$ cat src/rtl/stopwatch_control.sv
// Stopwatch control: button edge detection, RUN/PAUSED state and BCD mm:ss count.
// In adjust mode the selected field advances at 2 Hz instead of counting time.
module stopwatch_control (
    input  logic       clk,
    input  logic       rst,
    input  logic       pause_btn,
    input  logic       reset_btn,
    input  logic       adj,
    input  logic       sel,
    input  logic       tick_1hz,
    input  logic       tick_2hz,
    output logic [3:0] min_tens,
    output logic [3:0] min_ones,
    output logic [3:0] sec_tens,
    output logic [3:0] sec_ones,
    output logic       running,
    output logic [1:0] adj_field
);

    localparam int unsigned DW = 4;

    typedef enum logic {
        PAUSED = 1'b0,
        RUN    = 1'b1
    } state_t;

    state_t        r_state;
    state_t        w_state_nx;
    logic          r_pause_prev;
    logic          r_reset_prev;
    logic          w_pause_rise;
    logic          w_reset_rise;
    logic [DW-1:0] r_min_tens, r_min_ones, r_sec_tens, r_sec_ones;
    logic [DW-1:0] w_min_tens_nx, w_min_ones_nx, w_sec_tens_nx, w_sec_ones_nx;
    logic [2*DW-1:0] w_sec_inc;
    logic [2*DW-1:0] w_min_inc;
    logic          w_sec_wrap;

    // Two-digit BCD increment, 59 wraps to 00; returns {tens, ones}
    function automatic logic [2*DW-1:0] bcd_inc(input logic [DW-1:0] tens,
                                                 input logic [DW-1:0] ones);
        if (ones != DW'(9))
            return {tens, DW'(ones + DW'(1))};
        else if (tens != DW'(5))
            return {DW'(tens + DW'(1)), DW'(0)};
        else
            return {DW'(0), DW'(0)};
    endfunction

    assign w_pause_rise = pause_btn & ~r_pause_prev;
    assign w_reset_rise = reset_btn & ~r_reset_prev;
    assign w_sec_inc    = bcd_inc(r_sec_tens, r_sec_ones);
    assign w_min_inc    = bcd_inc(r_min_tens, r_min_ones);
    assign w_sec_wrap   = (r_sec_tens == DW'(5)) && (r_sec_ones == DW'(9));

    always_ff @(posedge clk or posedge rst) begin
        if (rst) begin
            r_state      <= PAUSED;
            r_pause_prev <= 1'b0;
            r_reset_prev <= 1'b0;
        end else begin
            r_state      <= w_state_nx;
            r_pause_prev <= pause_btn;
            r_reset_prev <= reset_btn;
        end
    end

    // Pause toggles the stored state even in adjust mode; reset event wins
    always_comb begin
        w_state_nx = r_state;
        if (w_reset_rise)
            w_state_nx = PAUSED;
        else if (w_pause_rise)
            w_state_nx = (r_state == RUN) ? PAUSED : RUN;
    end

    always_comb begin
        w_min_tens_nx = r_min_tens;
        w_min_ones_nx = r_min_ones;
        w_sec_tens_nx = r_sec_tens;
        w_sec_ones_nx = r_sec_ones;
        if (w_reset_rise) begin
            w_min_tens_nx = DW'(0);
            w_min_ones_nx = DW'(0);
            w_sec_tens_nx = DW'(0);
            w_sec_ones_nx = DW'(0);
        end else if (adj) begin
            if (tick_2hz) begin
                if (sel)
                    {w_sec_tens_nx, w_sec_ones_nx} = w_sec_inc;
                else
                    {w_min_tens_nx, w_min_ones_nx} = w_min_inc;
            end
        end else if ((r_state == RUN) && tick_1hz) begin
            {w_sec_tens_nx, w_sec_ones_nx} = w_sec_inc;
            if (w_sec_wrap)
                {w_min_tens_nx, w_min_ones_nx} = w_min_inc;
        end
    end

    always_ff @(posedge clk or posedge rst) begin
        if (rst) begin
            r_min_tens <= DW'(0);
            r_min_ones <= DW'(0);
            r_sec_tens <= DW'(0);
            r_sec_ones <= DW'(0);
        end else begin
            r_min_tens <= w_min_tens_nx;
            r_min_ones <= w_min_ones_nx;
            r_sec_tens <= w_sec_tens_nx;
            r_sec_ones <= w_sec_ones_nx;
        end
    end

    assign min_tens  = r_min_tens;
    assign min_ones  = r_min_ones;
    assign sec_tens  = r_sec_tens;
    assign sec_ones  = r_sec_ones;
    assign running   = (r_state == RUN) && !adj;
    assign adj_field = !adj ? 2'b00 : (sel ? 2'b01 : 2'b10);

endmodule

$ cat config.mk
export PLATFORM = sky130hd
export DESIGN_NAME = stopwatch_control
export DESIGN_NICKNAME = d
export VERILOG_FILES = /design/src/rtl/stopwatch_control.sv
export SDC_FILE = /design/constraint.sdc
export NUM_CORES = 1
export LEC_CHECK = 0
export BUFFER_PORTS_ARGS = -buffer_cell sky130_fd_sc_hd__buf_2
export CORE_AREA = 2 2 55 57
export CTS_BUF_LIST = sky130_fd_sc_hd__clkbuf_16
export CTS_CLUSTER_SIZE = 8
export DETAILED_ROUTE_END_ITERATION = 6
export DIE_AREA = 0 0 57 59
export PLACE_DENSITY = 0.65
export SETUP_SLACK_MARGIN = 0.1
export SYNTH_ARGS = -nofsm -noshare
export SYNTH_HDL_FRONTEND = slang
export SYNTH_SLANG_ARGS = --single-unit
$ cat constraint.sdc
create_clock -name clk -period 3.55 [get_ports clk]
set_input_delay 0.71 -clock clk [delete_from_list [all_inputs] [get_ports clk]]
set_output_delay 0.71 -clock clk [all_outputs]
set_load 0.005 [all_outputs]
==> impl_metrics.ini, run 1 <==
[status]
status = complete, no violations

[place]
io_buffers = 26
place_area_mm2 = 0.00132
dpl.cell_count = 172
gp_congestion = 0.768
hpwl_mm = 1.86

[sta]
fin_crit_sh = 0.570
setup_viol = 0
timing_worst_slew_pin_value_ps = 757
min_period_ps = 2020
fin_worst_skew_ps = 1.63
slew_viol_final = 0
worst_hold_slack_ps = 557
setup_tns_ps = 0
slew_headroom = 0.489
hold_viol = 0
rsz0062_at_grt = no
fmax_mhz = 494

[synth]
synth_edf_count = 0
syn_nets = 134
syn_area_mm2 = 0.00117
synth_area_leaders = dfrtp_1 (41%), ha_1 (8.5%), o21ai_0 (5.1%)
synth-async-reset-ratio = 1.00
yosys.area.top_type = dfrtp_1
syn_inst = 118
synth_cell_types = 42
synth_ff_type = dfrtp_1
avgSynthCellArea_um2 = 9.94
ys_ff_latch = 19
yosys_warnings = 0
synth_top_area_frac = 0.406
ys_seq_area_frac = 0.406

[worst_setup_path]
cp_max_fo = 5
worstSetupEndpointType = flop
start_kind = flop
r2r-start = sec_ones[1]$_DFFE_PP0P_
crit_required_ps = 3680
r2r-end = min_tens[2]$_DFFE_PP0P_
crit_type = reg2reg
reg2reg_depth = 6
rrSetupSlack_ps = 1530
arrival_ps = 2160

[finish]
fillers = 256
fin_nets = 162
syn2layout_area_growth_pct = 19.0
most-common-layout-cells = buf_2 (26), dfrtp_1 (19), o21ai_0 (12)
drive_above_1_share = 0.248
stdcell_count = 176
final_area_mm2 = 0.00140
final_common_cell = buf_2
antenna_cells = 0

[drt]
initialDrtViolationCount = 33
post_drt_wl_per_cell_um = 14.1
vias = 989
postRouteAntennaNets = 0
drc = 0
wl_mm = 2.49
dr.pass1.iters = 4
vias_per_cell = 5.62

[die]
die_h_um = 59
core_mm2 = 0.00271
die_w_um = 57
dieArea_mm2 = 0.00336
start_util = 0.433
rows = 19
pin_count = 27

[clock_network]
cts_buffers = 3
htreeDepth = 1
cts.sinks = 19
cts_resized = 0
clkTransAtPathRegs_ps = 50
cts_buffer_depth = 2
cts_root_buffer = clkbuf_16
tritoncts = yes
clkLatencyLatePin_ps = 250
cts_setup_buffers = 0
holdBufCountCts = 0

[worst_hold_path]
holdPathEnd = min_tens[0]$_DFFE_PP0P_
hp-start = min_tens[0]$_DFFE_PP0P_
hold_depth = 1
min_path_type = reg2reg

[job]
drv_cap = 0

[power]
ir_worst_vdd_v = 0.000387
powerDensity_mw_per_mm2 = 594
power_w = 0.000829
p_leak_nw = 0.693

[grt]
antenna_found_initial = 0
grt_max_degree = 21
grt_pass1_vias = 942
grt_pass1_wl_mm = 4.28
grt.overflow.total = 0
track_usage = 0.163
metrics by stage:
stage | setup WS [ps] | utilization
2_1_floorplan | 1690 | -
3_3_place_gp | 1500 | 0.485
3_5_place_dp | 1470 | 0.485
4_1_cts | 1550 | 0.515
5_1_grt | 1240 | 0.515
6_report | 1530 | 0.515
registers in the layout, summed over array words and instances, names as in the netlist:
register / flops
sec_ones: 4
r_pause_prev: 1
sec_tens: 4
min_ones: 4
min_tens: 4
r_state: 1
r_reset_prev: 1
layout make-up:
type                            count  area, um^2  share of cell area
Multi-Input combinational cell     87         637               0.457
Sequential cell                    19         475               0.341
Timing Repair Buffer               26         130              0.0933
Clock buffer                        3        75.1              0.0538
Tap cell                           31        38.8              0.0278
Inverter                            9        33.8              0.0242
Clock inverter                      1        5.00             0.00359
how the worst max path moves through the flow:
stage | start | endpoint
after CTS | sec_tens[1]$_DFFE_PP0P_ | min_tens[2]$_DFFE_PP0P_
after global placement | reset_btn | min_tens[3]$_DFFE_PP0P_
final | sec_ones[1]$_DFFE_PP0P_ | min_tens[2]$_DFFE_PP0P_
after global routing | sec_ones[1]$_DFFE_PP0P_ | min_ones[2]$_DFFE_PP0P_
after detailed placement | reset_btn | min_tens[3]$_DFFE_PP0P_
after floorplan | reset_btn | min_tens[1]$_DFFE_PP0P_
worst max-delay path, cell delays in order (launching register included):
cell       delay (ps)
dfrtp_1           420
inv_1              70
ha_1              210
nand3b_4          110
o311ai_0          690
o2111ai_1         230
o2bb2ai_1         170
power by group:
group          internal, W  total, W  switching (W)
Sequential        0.000271  0.000341      0.0000697
Clock             0.000151  0.000231      0.0000801
Combinational     0.000126  0.000257       0.000131
Total             0.000548  0.000829       0.000281
logic make-up (layout without fill, tap and decap cells):
kind of cell | after synthesis | count (layout) | share of synthesized area
adders and majority gates | 8 | 8 | 0.0854
buffers and inverters | 12 | 39 | 0.0512
xor gates and xnor gates | 1 | 1 | 0.00747
DFF | 19 | 19 | 0.406
AOI/OAI and AO/OA | 33 | 33 | 0.205
and+or+nand+nor | 43 | 43 | 0.227
muxes | 2 | 2 | 0.0181
cell usage after synthesis, types with 2 or more instances:
cell      count
nor3_1        2
nand3b_1      3
dfrtp_1      19
nand2b_1      3
ha_1          8
a21oi_1       3
or4_1         2
nor2b_1       2
nand2_1       5
inv_1         9
buf_6         2
o41ai_1       2
nand3_1       9
o31ai_1       5
nor2_1        5
and2_1        2
o21ai_0      12
metal layers:
| layer | GRT usage | share of wire | up-vias |
|---|---|---|---|
| li1 | - | - | 495 |
| met1 | 0.219 | 0.48 | 463 |
| met2 | 0.266 | 0.46 | 29 |
| met3 | 0.0306 | 0.053 | 2 |
| met4 | 0.0598 | 0.0060 | 0 |
| met5 | 0 | 0 | - |
Note: power is estimated with default switching activity, not from simulation.
==> run 2: changes to the inputs <==
- PLACE_DENSITY: 0.65 -> 0.68
- clock period: 3.55 -> 1.8 ns (I/O delays scaled with it)
==> run 2 against run 1 <==
  * Die area unchanged
  * Clock skew about the same
  * Core utilization increased by 5.8 points
  * Sequential share of layout area decreased by 3.4 points
  * Sequential power increased by 93%
  * Wire length increased by 12%
  * Largest cell class unchanged
==> impl_metrics.ini, run 2 (synthesis gave the netlist of run 1 again) <==
[sta]
timing_worst_slew_pin_value_ps = 400
slew_headroom = 0.730
fin_crit_sh = 0.969
rsz0062_at_grt = yes
hold_viol = 0
layout_setup_ws_ps = 55.3
setup_viol = 0
slew_viol_final = 0
worst_hold_slack_ps = 127
fin_worst_skew_ps = 1.41
min_period_ps = 1740
fmax_mhz = 573

[clock_network]
cts_buffer_depth = 2
tritoncts = yes
htreeDepth = 1
holdBufCountCts = 0
cts.sinks = 19
cts_root_buffer = clkbuf_16
clkTransAtPathRegs_ps = 60
cts_buffers = 3
clkLatencyLatePin_ps = 250

[grt]
grt_max_degree = 21
antenna_found_initial = 0
grt_pass1_wl_mm = 4.53
track_usage = 0.173
grt.overflow.total = 0
grt_pass1_vias = 1030

[job]
drv_cap = 0

[die]
die_w_um = 57
core_mm2 = 0.00271
rows = 19
pin_count = 27
start_util = 0.433
die_h_um = 59
dieArea_mm2 = 0.00336

[finish]
most-common-layout-cells = buf_2 (26), dfrtp_1 (18), buf_4 (13)
fin_nets = 176
antenna_cells = 0
final_common_cell = buf_2
final_area_mm2 = 0.00155
syn2layout_area_growth_pct = 32.4
drive_above_1_share = 0.352
stdcell_count = 190

[place]
gp_congestion = 0.793
post-place-ws_ps = 38.8
hpwl_mm = 1.94
dpl.cell_count = 182
io_buffers = 26
place_area_mm2 = 0.00140

[drt]
postRouteAntennaNets = 0
vias_per_cell = 5.59
vias = 1062
initialDrtViolationCount = 41
wl_mm = 2.79
post_drt_wl_per_cell_um = 14.7
dr.pass1.iters = 4
drc = 0

[worst_setup_path]
worstSetupEndpointType = flop
crit_type = reg2reg
arrival_ps = 1920
cp_max_fo = 3
start_kind = flop
crit_required_ps = 1970

[power]
p_leak_nw = 0.771
ir_worst_vdd_v = 0.000839
powerDensity_mw_per_mm2 = 1170

[worst_hold_path]
min_path_type = in2async

[status]
status = complete, no violations
## run 2: changes by cell type in the layout (fill, tap and decap cells not counted), sizes merged
cell,change
inv,+1
clkinv,-1
buf,+14
## run 2: path summary, 6_finish.rpt
check	start	end	slack, ps	cells after the start
min in group clk	pause_btn	r_pause_prev$_DFF_PP0_	220	1
max	sec_tens[1]$_DFFE_PP0P_	min_tens[3]$_DFFE_PP0P_	60	6
max reg2reg	sec_tens[1]$_DFFE_PP0P_	min_tens[3]$_DFFE_PP0P_	60	6
min reg2reg	min_tens[0]$_DFFE_PP0P_	min_tens[0]$_DFFE_PP0P_	560	1
min	rst	r_pause_prev$_DFF_PP0_	130	3
max in group asynchronous	rst	min_ones[0]$_DFFE_PP0P_	1450	3
## run 2: stage by stage
step           setup TNS, ps  power [W]   util
2_1_floorplan              0    0.00100      -
3_3_place_gp               0    0.00124  0.518
3_5_place_dp               0    0.00125  0.518
4_1_cts                    0    0.00174  0.555
5_1_grt                -42.3    0.00195  0.573
6_report                   0    0.00182  0.573
## run 2: power by group
part,switching (W),leakage [nW],internal [W],total (W)
logic,0.000342,0.483,0.000358,0.000700
clock network,0.000163,0.0423,0.000296,0.000459
registers,0.000122,0.246,0.000537,0.000659
total,0.000627,0.771,0.00119,0.00182
## run 2: what timing repair did
| action | CTS | global route |
|---|---|---|
| gates resized for setup | 3 | 6 |
| pin swaps | 2 | 2 |
| gates cloned | 0 | 0 |
| setup endpoints to repair | 4 | 8 |
| setup buffers | 1 | 3 |
## run 2: final cells by class
cell class	instances	area (um^2)
Fill cell	247	1160
Multi-Input combinational cell	87	686
Sequential cell	19	477
Timing Repair Buffer	40	239
Clock buffer	3	75.1
Tap cell	31	38.8
Inverter	9	33.8
Clock inverter	1	3.75
## run 2: critical path, stage by stage, from the launching register on
cell	delay [ps]
dfrtp_1	380
inv_1	60
ha_1	130
nand3b_1	130
o311a_4	410
or3_4	400
o22ai_2	170
## run 2: layer usage
layer / global-route usage / vias up / share of wire
met5: 0 / - / 0
met4: 0.0698 / 0 / 0.013
met3: 0.0306 / 5 / 0.029
met2: 0.284 / 22 / 0.49
met1: 0.227 / 510 / 0.46
li1: - / 525 / -
